[src/rtl/spi_pkg.sv]
// Shared SPI definitions: transfer-arbiter state encoding, data/counter widths
// and the CPU-visible SPI register indices.
package spi_pkg;

  localparam int SPI_W_DATA    = 32;
  localparam int SPI_TMO_CNT_W = 16;

  typedef enum logic [1:0] {
    ST_IDLE  = 2'd0,
    ST_ISSUE = 2'd1,
    ST_WAIT  = 2'd2,
    ST_DONE  = 2'd3
  } xfer_state_t;

  // Coprocessor register indices used by the CPU MTC0/MFC0 path.
  localparam logic [4:0] SPI_REG_CTRL   = 5'd0;
  localparam logic [4:0] SPI_REG_STATUS = 5'd1;
  localparam logic [4:0] SPI_REG_TXDATA = 5'd2;
  localparam logic [4:0] SPI_REG_RXDATA = 5'd3;
  localparam logic [4:0] SPI_REG_CLKDIV = 5'd4;

endpackage

[src/rtl/spi_rr_arb2.sv]
// Two-way round-robin selector: on contention, the requester not served last wins.
module spi_rr_arb2 (
  input  logic [1:0] req,
  input  logic       last,
  output logic [1:0] gnt
);

  always_comb begin
    gnt = 2'b00;
    if (req == 2'b11) begin
      gnt = last ? 2'b01 : 2'b10;
    end else begin
      gnt = req;
    end
  end

endmodule

[src/rtl/spi_xfer_arb.sv]
// Arbitrates two requesters onto one SPI word engine, one word per grant.
// Define SPI_XFER_ARB_TIMEOUT_EN to bound the WAIT state by TIMEOUT cycles.
module spi_xfer_arb
  import spi_pkg::*;
#(
  parameter int W_DATA  = SPI_W_DATA,
  parameter int TIMEOUT = 255
) (
  input  logic              clk,
  input  logic              rst,
  input  logic              req0,
  input  logic [W_DATA-1:0] wdata0,
  output logic [W_DATA-1:0] rdata0,
  output logic              done0,
  input  logic              req1,
  input  logic [W_DATA-1:0] wdata1,
  output logic [W_DATA-1:0] rdata1,
  output logic              done1,
  output logic [1:0]        grant,
  input  logic              spi_tx_ready,
  output logic              spi_tx_dv,
  output logic [W_DATA-1:0] spi_tx_data,
  input  logic              spi_rx_dv,
  input  logic [W_DATA-1:0] spi_rx_data,
  output logic              err
);

  xfer_state_t state;
  logic        last;
  logic [1:0]  arb_gnt;

  // TIMEOUT must fit the shared counter whether or not the timeout is built in.
  if (TIMEOUT < 1 || TIMEOUT >= (1 << SPI_TMO_CNT_W)) begin : g_bad_timeout
    $error("spi_xfer_arb: TIMEOUT out of range for the timeout counter");
  end

  spi_rr_arb2 u_rr (
    .req  ({req1, req0}),
    .last (last),
    .gnt  (arb_gnt)
  );

`ifdef SPI_XFER_ARB_TIMEOUT_EN
  localparam logic [SPI_TMO_CNT_W-1:0] TMO_LAST = SPI_TMO_CNT_W'(TIMEOUT - 1);
  logic [SPI_TMO_CNT_W-1:0] tmo_cnt;
`else
  assign err = 1'b0;
`endif

  // Strobes (tx_dv, done, err) default low each cycle so they are single pulses.
  always_ff @(posedge clk or posedge rst) begin
    if (rst) begin
      state       <= ST_IDLE;
      grant       <= 2'b00;
      last        <= 1'b1;
      spi_tx_dv   <= 1'b0;
      spi_tx_data <= '0;
      rdata0      <= '0;
      rdata1      <= '0;
      done0       <= 1'b0;
      done1       <= 1'b0;
`ifdef SPI_XFER_ARB_TIMEOUT_EN
      err         <= 1'b0;
      tmo_cnt     <= '0;
`endif
    end else begin
      spi_tx_dv   <= 1'b0;
      spi_tx_data <= '0;
      done0       <= 1'b0;
      done1       <= 1'b0;
`ifdef SPI_XFER_ARB_TIMEOUT_EN
      err         <= 1'b0;
`endif
      case (state)
        ST_IDLE: begin
          if (spi_tx_ready && (req0 || req1)) begin
            grant       <= arb_gnt;
            spi_tx_dv   <= 1'b1;
            spi_tx_data <= arb_gnt[1] ? wdata1 : wdata0;
            state       <= ST_ISSUE;
          end
        end
        ST_ISSUE: begin
          state <= ST_WAIT;
`ifdef SPI_XFER_ARB_TIMEOUT_EN
          tmo_cnt <= '0;
`endif
        end
        ST_WAIT: begin
          if (spi_rx_dv) begin
            if (grant[1]) rdata1 <= spi_rx_data;
            else          rdata0 <= spi_rx_data;
            done0 <= grant[0];
            done1 <= grant[1];
            state <= ST_DONE;
          end
`ifdef SPI_XFER_ARB_TIMEOUT_EN
          else if (tmo_cnt == TMO_LAST) begin
            if (grant[1]) rdata1 <= '1;
            else          rdata0 <= '1;
            done0 <= grant[0];
            done1 <= grant[1];
            err   <= 1'b1;
            state <= ST_DONE;
          end else begin
            tmo_cnt <= tmo_cnt + 1'b1;
          end
`endif
        end
        ST_DONE: begin
          last  <= grant[1];
          grant <= 2'b00;
          state <= ST_IDLE;
        end
        default: state <= ST_IDLE;
      endcase
    end
  end

endmodule
[config.mk]
export PLATFORM = sky130hd
export DESIGN_NAME = spi_xfer_arb
export DESIGN_NICKNAME = d
export VERILOG_FILES = /design/src/rtl/spi_pkg.sv /design/src/rtl/spi_rr_arb2.sv /design/src/rtl/spi_xfer_arb.sv
export SDC_FILE = /design/constraint.sdc
export NUM_CORES = 1
export LEC_CHECK = 0
export BUFFER_PORTS_ARGS = -buffer_cell sky130_fd_sc_hd__buf_2
export CAP_MARGIN = 20
export CORE_ASPECT_RATIO = 1.75
export CORE_MARGIN = 4
export CORE_UTILIZATION = 46
export CTS_CLUSTER_SIZE = 10
export DETAILED_ROUTE_END_ITERATION = 8
export PLACE_DENSITY = 0.81
export SLEW_MARGIN = 20
export SYNTH_ARGS = -nofsm -noshare
export SYNTH_HDL_FRONTEND = slang
export SYNTH_SLANG_ARGS = --single-unit
[constraint.sdc]
create_clock -name clk -period 5.95 [get_ports clk]
set_input_delay 0.595 -clock clk [delete_from_list [all_inputs] [get_ports clk]]
set_output_delay 0.595 -clock clk [all_outputs]
set_load 0.1 [all_outputs]
==> flow_summary.yaml <==
timing:
  worst_pin_slew_ps: 905
  setup_viol: 0
  period_needed_ps: 2190
  hold_viol: 0
  clock_skew_ps: 8.78
  grt_setup_unrepaired: "false"
  max-slew-margin-rel: 0.396
  setup-tns-final_ps: 0
  max_freq_ghz: 0.457
  maxSlewViolCount: 0
  finalCritPeriodShare: 0.368
cells_and_area:
  mostFrequentLayoutCell: "buf_2"
  n_fill_cell: 650
  drive_gt1_frac: 0.443
  mostFrequentLayoutCells: "buf_2 (202), dfrtp_1 (103), nand2_1 (66)"
  finalNonFillerCells: 632
  area_growth_pct: 35.4
  nets: 617
  antennaDiodeCount: 0
  design_area_um2: 5430
synthesis:
  netlist_area_um2: 4010
  synth_cells: 311
  ys_warn_count: 0
  ys_types: 25
  synth_top_area_frac: 0.643
  yosysTopAreaCell: "dfrtp_1"
  synth_area_leaders: "dfrtp_1 (64%), mux2_1 (18%), nand2_1 (6.2%), a21oi_1 (4.1%), buf_2 (1.1%)"
  ys_seq_area_frac: 0.649
  synth-seq-cells: 104
  synth.avg_cell_area_um2: 12.9
  syn_nets: 416
die:
  ios: 204
  dieArea_um2: 10300
  die_h_um: 132
  initial_core_util: 0.476
  die_w_um: 78.6
  row_count: 44
  core_um2: 8420
run_status:
  outcome: "complete, no violations"
clocking:
  clock_sinks: 104
  cts_setup_buffers: 0
  cts.path.max_buffers: 2
  htreeDepth: 3
  cts_resized: 0
  cts_tree: "yes"
  clockRootBuffer: "clkbuf_16"
  clk_pin_slew_ps: 70
  holdBufCountCts: 0
  worstSkewPairLatency_ps: 340
  numCtsBuffers: 9
setup_path:
  criticalPathCategory: "reg2reg"
  crit_chain: "inv_1 -> ha_1 -> nand3_2 -> mux2_1"
  crit_fanout: 33
  cp_slowest_stage_delay_ps: 720
  cp.arrival_ps: 2400
  start_kind: "flip-flop"
  worstSetupStartpoint: "state[0]"
  reg2reg_from: "state[0]"
  cp_slowest_cell: "nand3_2"
  worst_setup_path_end_kind: "flip-flop"
  required_ps: 6160
global_routing:
  grt_max_degree: 55
  overflow: 0
  grt_usage: 0.192
  grt_pass1_wl_mm: 15.6
  first_global_vias: 3214
  antenna_found_initial: 0
worst_hold_path:
  hp-class: "in2async"
routing:
  ant_nets: 0
  vias_per_cell: 4.89
  dr.pass1.iters: 4
  drt-initial-drc-count: 117
  drt_wl_total_mm: 9.38
  wire_per_inst_um: 14.8
  vias: 3090
  route.detailed.drc: 0
placed_design:
  numPlacedInstances: 616
  hpwl_mm: 7.29
  portBuffers: 202
  gp_congestion: 0.820
  place_area_um2: 5130
job:
  drv_cap: 0
[final cells by class]
type	instances	area [um^2]	share of cell area
sequential	104	2600	0.479
multi-input combinational	186	1320	0.243
timing repair buffer	206	1040	0.192
clock buffer	13	260	0.0479
tap	115	144	0.0265
clock inverter	3	40.0	0.00737
inverter	5	21.3	0.00392
[metrics by stage]
stage               hold slack (ps)  worst slack, ps   util
detailed placement              475             3700  0.609
global route                    397             3520  0.645
floorplan                       503             2620      -
global placement                469             3760  0.609
finish                          332             3760  0.645
CTS                             361             3700  0.645
[metal layers]
| metal | up-vias | GRT usage | share of wire |
|---|---|---|---|
| met3 | 14 | 0.0829 | 0.11 |
| met1 | 1473 | 0.206 | 0.35 |
| met5 | - | 0 | 0 |
| li1 | 1447 | - | - |
| met4 | 0 | 0.0739 | 0.021 |
| met2 | 156 | 0.328 | 0.53 |
[cell usage after synthesis]
cell type and count:
nand3_1 5, mux2_2 1, nand3b_1 1, nor2_1 1, clkbuf_1 6, nand2_1 66, nor2b_1 2, inv_1 3
o22a_1 1, mux2_1 65, dfrtp_1 103, a21bo_2 1, a21boi_1 1, and3_1 1, conb_1 1, o21ai_1 1
inv_2 2, or3_1 1, or4b_1 1, buf_2 9, ha_1 3, o211ai_2 1, dfstp_2 1, a21oi_1 33
buf_4 1
[worst max-delay path, delay by kind of cell (launching register included)]
family / cells / cell delay [ps]
adders and majority gates: 1 / 240
buffers and inverters: 1 / 90
DFF: 1 / 400
muxes: 1 / 620
and+or+nand+nor: 1 / 720
[flip-flops by register name, indices dropped and copies added (netlist names)]
name and flops:
done1 1, done0 1, grant 2, spi_tx_data 32, rdata0 32, last 1
state 2, spi_tx_dv 1, rdata1 32
[logic make-up after synthesis]
group | synth area share
compound gates | 0.0521
buf+inv | 0.0234
simple gates | 0.0796
fa+ha+maj | 0.00936
flops | 0.649
mux | 0.185
other cells | 0.000935
[final timing paths]
kind / cells after the start / endpoint / slack [ps]
worst max register to register: 4 / rdata1[28] / 3760
min in group clk: 3 / spi_tx_data[24] / 480
worst min register to register: 1 / rdata1[23] / 490
max in group asynchronous: 3 / rdata0[0] / 4540
worst max-delay path: 4 / rdata1[28] / 3760
worst min-delay path: 2 / spi_tx_data[24] / 330
Power is not shown: default switching activity piles up to over one toggle a cycle in this logic, so the estimate is an artifact.
